### src/rtl/i2c_reg_sequencer_if.sv
`default_nettype none
// ============================================================================
//  Module   : i2c_reg_sequencer_if
//  Purpose  : Bundles the host request/response signals and the i2c_master
//             strobe/status signals of i2c_reg_sequencer.
//  Modports : slave  - the sequencer (takes host requests, drives master
//                      strobes, receives master status/data)
//             master - the environment (host + i2c_master side)
//  Signals  : i_req, i_rd, i_dev_addr[6:0], i_reg_addr[7:0], i_wr_data[7:0]
//             o_busy, o_done, o_err[1:0], o_rd_data[7:0]
//             o_addr_cmd_data[7:0], o_start, o_rw_data, o_stop
//             i_status[3:0] = {nack_addr, nack_data, tx_in_progress,
//             data_ready}, i_data[7:0]
//  Revision : 1.0 - initial release
// ============================================================================
interface i2c_reg_sequencer_if;
    // host request side
    logic       i_req;
    logic       i_rd;
    logic [6:0] i_dev_addr;
    logic [7:0] i_reg_addr;
    logic [7:0] i_wr_data;
    // host response side
    logic       o_busy;
    logic       o_done;
    logic [1:0] o_err;
    logic [7:0] o_rd_data;
    // i2c_master command side
    logic [7:0] o_addr_cmd_data;
    logic       o_start;
    logic       o_rw_data;
    logic       o_stop;
    // i2c_master status side (asynchronous to m_clk)
    logic [3:0] i_status;
    logic [7:0] i_data;

    modport slave (
        input  i_req, i_rd, i_dev_addr, i_reg_addr, i_wr_data,
        input  i_status, i_data,
        output o_busy, o_done, o_err, o_rd_data,
        output o_addr_cmd_data, o_start, o_rw_data, o_stop
    );

    modport master (
        output i_req, i_rd, i_dev_addr, i_reg_addr, i_wr_data,
        output i_status, i_data,
        input  o_busy, o_done, o_err, o_rd_data,
        input  o_addr_cmd_data, o_start, o_rw_data, o_stop
    );
endinterface
`default_nettype wire

### src/rtl/i2c_reg_sequencer.sv
`default_nettype none
// ============================================================================
//  Module   : i2c_reg_sequencer
//  Purpose  : Turns one host register-access request into the complete
//             i2c_master strobe sequence.
//               write: START {dev,0}, reg byte, data byte, STOP
//               read : START {dev,0}, reg byte, START {dev,1}, STOP
//             Synchronises the master status bus, returns the read byte and
//             a 2-bit result code (00 ok, 01 addr NACK, 10 data NACK,
//             11 timeout), and aborts a step that exceeds TIMEOUT cycles.
//  Ports    : m_clk  - system clock (also clocks i2c_master)
//             reset  - synchronous, active-high
//             bus    - i2c_reg_sequencer_if.slave (host + master signals)
//  Params   : TIMEOUT - max m_clk cycles per step (issue + completion)
//  Revision : 1.0 - initial release
// ============================================================================
module i2c_reg_sequencer #(
    parameter int TIMEOUT = 65535
) (
    input  wire logic          m_clk,
    input  wire logic          reset,
    i2c_reg_sequencer_if.slave bus
);

    localparam int                 c_cnt_w     = $clog2(TIMEOUT + 1);
    localparam logic [c_cnt_w-1:0] c_tmo_limit = c_cnt_w'(TIMEOUT);

    localparam logic [1:0] c_step_addr = 2'd0;
    localparam logic [1:0] c_step_reg  = 2'd1;
    localparam logic [1:0] c_step_two  = 2'd2;  // write data or repeated START
    localparam logic [1:0] c_step_stop = 2'd3;

    localparam logic [1:0] c_err_ok    = 2'b00;
    localparam logic [1:0] c_err_naddr = 2'b01;
    localparam logic [1:0] c_err_ndata = 2'b10;
    localparam logic [1:0] c_err_tmo   = 2'b11;

    typedef enum logic [1:0] {
        S_IDLE  = 2'd0,
        S_ISSUE = 2'd1,
        S_WAIT  = 2'd2,
        S_DONE  = 2'd3
    } state_t;

    // ------------------------------------------------------------------
    // Status synchroniser
    // ------------------------------------------------------------------
    logic [3:0] r_status_s1;
    logic [3:0] r_status_s2;

    always_ff @(posedge m_clk) begin
        if (reset) begin
            r_status_s1 <= 4'h0;
            r_status_s2 <= 4'h0;
        end else begin
            r_status_s1 <= bus.i_status;
            r_status_s2 <= r_status_s1;
        end
    end

    logic w_st_nack_addr;
    logic w_st_nack_data;
    logic w_st_tip;
    logic w_st_data_ready;

    assign w_st_nack_addr  = r_status_s2[3];
    assign w_st_nack_data  = r_status_s2[2];
    assign w_st_tip        = r_status_s2[1];
    assign w_st_data_ready = r_status_s2[0];

    // ------------------------------------------------------------------
    // Strobe/byte pattern for a given step: {start, rw_data, stop, byte}.
    // Exactly one strobe bit is set for every step.
    // ------------------------------------------------------------------
    function automatic logic [10:0] step_drive(
        input logic [1:0] s,
        input logic       rd,
        input logic [6:0] dev,
        input logic [7:0] rg,
        input logic [7:0] wd
    );
        case (s)
            c_step_addr: return {3'b100, dev, 1'b0};
            c_step_reg:  return {3'b010, rg};
            c_step_two:  return rd ? {3'b100, dev, 1'b1} : {3'b010, wd};
            default:     return {3'b001, 8'h00};
        endcase
    endfunction

    // ------------------------------------------------------------------
    // Sequencer FSM with registered outputs
    // ------------------------------------------------------------------
    state_t             r_state;
    logic [1:0]         r_step;
    logic [c_cnt_w-1:0] r_tmo_cnt;

    logic               r_rd;
    logic [6:0]         r_dev;
    logic [7:0]         r_reg;
    logic [7:0]         r_wdata;

    logic               r_busy;
    logic               r_done;
    logic [1:0]         r_err;
    logic [7:0]         r_rd_data;
    logic [7:0]         r_acd;
    logic               r_start;
    logic               r_rw_data;
    logic               r_stop;

    logic [1:0]         w_step_inc;
    assign w_step_inc = r_step + 2'd1;

    always_ff @(posedge m_clk) begin
        if (reset) begin
            r_state   <= S_IDLE;
            r_step    <= 2'd0;
            r_tmo_cnt <= '0;
            r_rd      <= 1'b0;
            r_dev     <= 7'h00;
            r_reg     <= 8'h00;
            r_wdata   <= 8'h00;
            r_busy    <= 1'b0;
            r_done    <= 1'b0;
            r_err     <= c_err_ok;
            r_rd_data <= 8'h00;
            r_acd     <= 8'h00;
            r_start   <= 1'b0;
            r_rw_data <= 1'b0;
            r_stop    <= 1'b0;
        end else begin
            r_done <= 1'b0;

            case (r_state)
                S_IDLE: begin
                    if (bus.i_req) begin
                        r_rd      <= bus.i_rd;
                        r_dev     <= bus.i_dev_addr;
                        r_reg     <= bus.i_reg_addr;
                        r_wdata   <= bus.i_wr_data;
                        r_err     <= c_err_ok;
                        r_step    <= c_step_addr;
                        r_tmo_cnt <= '0;
                        r_busy    <= 1'b1;
                        {r_start, r_rw_data, r_stop, r_acd} <=
                            step_drive(c_step_addr, bus.i_rd, bus.i_dev_addr,
                                       bus.i_reg_addr, bus.i_wr_data);
                        r_state   <= S_ISSUE;
                    end
                end

                S_ISSUE: begin
                    r_tmo_cnt <= r_tmo_cnt + 1'b1;
                    if (r_tmo_cnt == c_tmo_limit) begin
                        // The master is left as-is; the system has to reset it.
                        {r_start, r_rw_data, r_stop, r_acd} <= 11'h000;
                        r_err   <= c_err_tmo;
                        r_busy  <= 1'b0;
                        r_done  <= 1'b1;
                        r_state <= S_DONE;
                    end else if (w_st_tip) begin
                        // Master has taken the command; release the strobe.
                        r_start   <= 1'b0;
                        r_rw_data <= 1'b0;
                        r_stop    <= 1'b0;
                        r_state   <= S_WAIT;
                    end
                end

                S_WAIT: begin
                    r_tmo_cnt <= r_tmo_cnt + 1'b1;
                    if (r_tmo_cnt == c_tmo_limit) begin
                        r_acd   <= 8'h00;
                        r_err   <= c_err_tmo;
                        r_busy  <= 1'b0;
                        r_done  <= 1'b1;
                        r_state <= S_DONE;
                    end else if (!w_st_tip) begin
                        if (w_st_nack_addr) begin
                            // Master already returned to idle: no STOP needed.
                            r_acd   <= 8'h00;
                            r_err   <= c_err_naddr;
                            r_busy  <= 1'b0;
                            r_done  <= 1'b1;
                            r_state <= S_DONE;
                        end else if (w_st_nack_data) begin
                            r_acd   <= 8'h00;
                            r_err   <= c_err_ndata;
                            r_busy  <= 1'b0;
                            r_done  <= 1'b1;
                            r_state <= S_DONE;
                        end else if (r_step == c_step_stop) begin
                            r_acd   <= 8'h00;
                            r_busy  <= 1'b0;
                            r_done  <= 1'b1;
                            r_state <= S_DONE;
                        end else if (r_rd && (r_step == c_step_two)) begin
                            // i_data is stable while data_ready is high, so it
                            // is sampled directly without synchronisation.
                            if (w_st_data_ready) begin
                                r_rd_data <= bus.i_data;
                                r_step    <= c_step_stop;
                                r_tmo_cnt <= '0;
                                {r_start, r_rw_data, r_stop, r_acd} <=
                                    step_drive(c_step_stop, r_rd, r_dev,
                                               r_reg, r_wdata);
                                r_state   <= S_ISSUE;
                            end
                        end else begin
                            r_step    <= w_step_inc;
                            r_tmo_cnt <= '0;
                            {r_start, r_rw_data, r_stop, r_acd} <=
                                step_drive(w_step_inc, r_rd, r_dev,
                                           r_reg, r_wdata);
                            r_state   <= S_ISSUE;
                        end
                    end
                end

                S_DONE: begin
                    r_state <= S_IDLE;
                end

                default: begin
                    r_state <= S_IDLE;
                end
            endcase
        end
    end

    assign bus.o_busy          = r_busy;
    assign bus.o_done          = r_done;
    assign bus.o_err           = r_err;
    assign bus.o_rd_data       = r_rd_data;
    assign bus.o_addr_cmd_data = r_acd;
    assign bus.o_start         = r_start;
    assign bus.o_rw_data       = r_rw_data;
    assign bus.o_stop          = r_stop;

endmodule
`default_nettype wire

### src/flat_wrapper.sv
// flat-port wrapper written by rule: the top's interface ports become plain ports
module i2c_reg_sequencer_flat 
#(
    parameter int TIMEOUT = 65535
)
  (m_clk, reset, bus_i_req, bus_i_rd, bus_i_dev_addr, bus_i_reg_addr, bus_i_wr_data, bus_i_status, bus_i_data, bus_o_busy, bus_o_done, bus_o_err, bus_o_rd_data, bus_o_addr_cmd_data, bus_o_start, bus_o_rw_data, bus_o_stop);
  i2c_reg_sequencer_if bus_i ();
  input  wire logic m_clk;
  input  wire logic reset;
  input wire logic [$bits(bus_i.i_req)-1:0] bus_i_req;
  input wire logic [$bits(bus_i.i_rd)-1:0] bus_i_rd;
  input wire logic [$bits(bus_i.i_dev_addr)-1:0] bus_i_dev_addr;
  input wire logic [$bits(bus_i.i_reg_addr)-1:0] bus_i_reg_addr;
  input wire logic [$bits(bus_i.i_wr_data)-1:0] bus_i_wr_data;
  input wire logic [$bits(bus_i.i_status)-1:0] bus_i_status;
  input wire logic [$bits(bus_i.i_data)-1:0] bus_i_data;
  output wire logic [$bits(bus_i.o_busy)-1:0] bus_o_busy;
  output wire logic [$bits(bus_i.o_done)-1:0] bus_o_done;
  output wire logic [$bits(bus_i.o_err)-1:0] bus_o_err;
  output wire logic [$bits(bus_i.o_rd_data)-1:0] bus_o_rd_data;
  output wire logic [$bits(bus_i.o_addr_cmd_data)-1:0] bus_o_addr_cmd_data;
  output wire logic [$bits(bus_i.o_start)-1:0] bus_o_start;
  output wire logic [$bits(bus_i.o_rw_data)-1:0] bus_o_rw_data;
  output wire logic [$bits(bus_i.o_stop)-1:0] bus_o_stop;
  assign bus_i.i_req = bus_i_req;
  assign bus_i.i_rd = bus_i_rd;
  assign bus_i.i_dev_addr = bus_i_dev_addr;
  assign bus_i.i_reg_addr = bus_i_reg_addr;
  assign bus_i.i_wr_data = bus_i_wr_data;
  assign bus_i.i_status = bus_i_status;
  assign bus_i.i_data = bus_i_data;
  assign bus_o_busy = bus_i.o_busy;
  assign bus_o_done = bus_i.o_done;
  assign bus_o_err = bus_i.o_err;
  assign bus_o_rd_data = bus_i.o_rd_data;
  assign bus_o_addr_cmd_data = bus_i.o_addr_cmd_data;
  assign bus_o_start = bus_i.o_start;
  assign bus_o_rw_data = bus_i.o_rw_data;
  assign bus_o_stop = bus_i.o_stop;
  i2c_reg_sequencer #(.TIMEOUT(TIMEOUT)) u_core (.m_clk(m_clk), .reset(reset), .bus(bus_i));
endmodule
### config.mk
export PLATFORM = sky130hd
export DESIGN_NAME = i2c_reg_sequencer_flat
export DESIGN_NICKNAME = d
export VERILOG_FILES = /design/src/rtl/i2c_reg_sequencer_if.sv /design/src/rtl/i2c_reg_sequencer.sv /design/src/flat_wrapper.sv
export SDC_FILE = /design/constraint.sdc
export NUM_CORES = 1
export LEC_CHECK = 0
export CAP_MARGIN = 20
export CELL_PAD_IN_SITES_DETAIL_PLACEMENT = 1
export CELL_PAD_IN_SITES_GLOBAL_PLACEMENT = 1
export CORE_MARGIN = 8
export CORE_UTILIZATION = 42
export CTS_CLUSTER_SIZE = 40
export DETAILED_ROUTE_END_ITERATION = 10
export PLACE_DENSITY = 0.83
export REMOVE_ABC_BUFFERS = 1
export SETUP_SLACK_MARGIN = 0.5
export SLEW_MARGIN = 20
export SYNTH_ARGS = -nofsm -noshare
export SYNTH_HDL_FRONTEND = slang
export SYNTH_SLANG_ARGS = --single-unit
### constraint.sdc
create_clock -name m_clk -period 4.85 [get_ports m_clk]
set_input_delay 0.97 -clock m_clk [delete_from_list [all_inputs] [get_ports m_clk]]
set_output_delay 0.97 -clock m_clk [all_outputs]
set_load 0.005 [all_outputs]
==> impl_metrics.yaml <==
outcome:
  run_status: "complete, no violations"
synth:
  postSynthCellCount: 422
  yosys-top-cells-area: "dfxtp_1, a21oi_1, nand2_1"
  synth-warning-count: 0
  synth_top_area_share_pct: 42.6
  syn-cell-area_mm2: 0.00352
  synthArstFlopShare_pct: 0
  ys.flop_type: "dfxtp_1"
  ys_seq_elements: 75
  yosys.area.top_type: "dfxtp_1"
  synth-edff-count: 0
  yosysUniqueCellTypes: 59
  seq_area_frac_synth_pct: 42.6
  syn_area_per_cell_um2: 8.35
worst_hold_path:
  min_path_cells: 1
  hp-start: "u_core.r_status_s1[0]$_SDFF_PP0_"
  hold_end: "u_core.r_status_s2[0]$_SDFF_PP0_"
  hp-class: "flop to flop"
sta:
  fin_ws_ns: 2.08
  rsz0062_at_grt: "false"
  tightestPinTransition_ns: 0.931
  slew_headroom_pct: 37.8
  drv_slew: 0
  period_minus_slack_ns: 2.77
  fin_setup_tns_ns: 0
  setup_violations: 0
  fin_crit_sh_pct: 57.2
  skew_ns: 0.0100
  hold_viol: 0
  max_freq_mhz: 361
clocking:
  clkLatencyLatePin_ns: 0.36
  cts-resized-gates: 0
  clk_pin_slew_worst_paths_ns: 0.09
  root_buffer: "clkbuf_8"
  clock_sinks: 75
  cts_hold_buffers: 0
  cts_setup_buffers: 0
  cts_buffer_depth: 2
  cts_buffers: 9
  cts_tree: "done"
  htree_levels: 3
critical_path:
  r2r_setup_slack_ns: 2.08
  arrival_ns: 3.01
  rr_startpoint: "u_core.r_state[0]$_SDFFE_PP0P_"
  cp_max_fo: 18
  cp.required_ns: 5.08
  rr_worst_depth: 8
  rr_endpoint: "u_core.bus.o_rd_data[2]$_SDFFE_PP0P_"
  critPathKind: "flop to flop"
  crit_path_start_kind: "flop"
  end_kind: "flop"
floorplanning:
  dieArea_mm2: 0.0116
  pin_count: 62
  core_mm2: 0.00818
  initial_utilization_pct: 43.1
  dieHeight_um: 108
  fp-row-count: 33
  dieWidth_um: 108
place:
  dp_worst_setup_slack_ns: 1.75
  portBuffers: 61
  place_congestion: 0.859
  hpwl_um: 7170
routing:
  wl_um: 9990
  vias: 3289
  postRouteAntennaNets: 0
  wire_per_inst_um: 17.1
  drtIter0Drc: 151
  drc_errors: 0
  vias_per_cell: 5.63
  drtPass1Iterations: 4
global_routing:
  grt_pass1_wl_um: 17000
  grt_pass1_vias: 3449
  grt_util_all_layers_pct: 18.1
  antenna_found_initial: 0
  grt-ovfl-total: 0
  grt_max_degree: 49
power:
  power.density_mw_per_mm2: 390
  p_leak_nw: 1.54
  peakVddDrop_mv: 0.187
flow_run:
  drv_cap: 0
cells_and_area:
  diodes: 0
  layout.nets: 524
  utilization_pct: 54.0
  largest-register: "u_core.r_tmo_cnt"
  syn_to_final_growth_pct: 25.3
  largest_reg_flops: 16
  drive_gt1_share_pct: 7.72
==> cells in the final DEF, fill, tap and decap left out, types with 3 or more instances in the layout <==
cell / netlist / layout
a222oi_1: 7 / 7
nand3_1: 13 / 13
ha_1: 11 / 11
inv_1: 11 / 11
clkbuf_8: 0 / 9
nand3b_1: 4 / 4
nor3_1: 14 / 14
nor2_1: 22 / 22
clkdlybuf4s50_1: 0 / 60
o21a_1: 3 / 3
dfxtp_1: 75 / 75
nand2_1: 73 / 73
nor4_1: 3 / 3
o21ai_0: 19 / 19
a31oi_1: 10 / 10
nand4_1: 4 / 4
nand2b_1: 5 / 5
a22o_1: 5 / 5
nor2b_1: 10 / 10
a21oi_1: 56 / 56
xnor2_1: 3 / 3
mux2i_1: 9 / 9
==> cell type report <==
| class | count | area (um2) |
|---|---|---|
| Tap cell | 105 | 131 |
| Clock buffer | 9 | 124 |
| Sequential cell | 75 | 1500 |
| Inverter | 11 | 41.3 |
| Multi-Input combinational cell | 314 | 1890 |
| Timing Repair Buffer | 63 | 621 |
| Fill cell | 982 | 3760 |
| Clock inverter | 7 | 108 |
==> power breakdown <==
| group | total [mW] | internal [mW] | switching, mW |
|---|---|---|---|
| sequential | 0.720 | 0.678 | 0.0416 |
| combinational | 0.439 | 0.176 | 0.263 |
| clock | 0.562 | 0.299 | 0.262 |
| total | 1.72 | 1.15 | 0.567 |
==> how the worst max path moves through the flow <==
stage | slack, ns | end | from | cells past startpoint
finish | 2.08 | u_core.bus.o_rd_data[2]$_SDFFE_PP0P_ | u_core.r_state[0]$_SDFFE_PP0P_ | 8
global route | 1.83 | u_core.r_tmo_cnt[2]$_SDFFE_PP0P_ | u_core.r_state[0]$_SDFFE_PP0P_ | 7
CTS | 2.06 | u_core.bus.o_rd_data[2]$_SDFFE_PP0P_ | u_core.r_state[0]$_SDFFE_PP0P_ | 8
detailed placement | 1.75 | u_core.r_tmo_cnt[8]$_SDFFE_PP0P_ | bus_i_req | 6
global placement | 1.83 | u_core.r_tmo_cnt[9]$_SDFFE_PP0P_ | bus_i_req | 6
floorplan | 2.53 | u_core.r_tmo_cnt[9]$_SDFFE_PP0P_ | bus_i_req | 5
==> logic make-up after synthesis <==
kind of cell	synth area share [%]
compound gates	20.9
xor+xnor	0.994
fa+ha+maj	3.90
buf+inv	3.80
flops	42.6
mux	2.56
simple gates	25.3
==> critical path: stages (launching register included) <==
cell and delay [ns]:
dfxtp_1 0.36, inv_1 0.11, ha_1 0.56, nor4b_1 0.40
o41ai_2 0.13, buf_4 0.20, nor4_4 0.54, mux2i_1 0.28
nor2_1 0.05
==> metal layers <==
metal / share of wire (%) / vias to the layer above / global-route usage, %
li1: - / 1615 / -
met1: 44 / 1585 / 21.1
met2: 49 / 76 / 31.6
met3: 4.9 / 13 / 3.89
met4: 1.7 / 0 / 6.84
met5: 0 / - / 0
==> cell usage after synthesis (3+ instances only) <==
cell type / instances
clkbuf_1: 17
inv_1: 11
a21oi_1: 56
nand3b_1: 4
a31oi_1: 10
xnor2_1: 3
nand3_1: 13
dfxtp_1: 75
o21ai_0: 19
nand2b_1: 5
nand2_1: 73
o21a_1: 3
nor2b_1: 10
nor3_1: 14
nor2_1: 22
mux2i_1: 9
a22o_1: 5
nand4_1: 4
ha_1: 11
nor4_1: 3
a222oi_1: 7
==> stage by stage <==
stage          total power, mW  area [um2]  hold WS, ns  instances
4_1_cts                   1.74        4420        0.451        584
2_1_floorplan            0.972        3430        0.414        400
3_3_place_gp              1.16        4180        0.421        568
6_report                  1.72        4420        0.446        584
5_1_grt                   1.82        4420        0.468        584
3_5_place_dp              1.17        4180        0.430        568
Note: power is estimated with default switching activity, not from simulation.
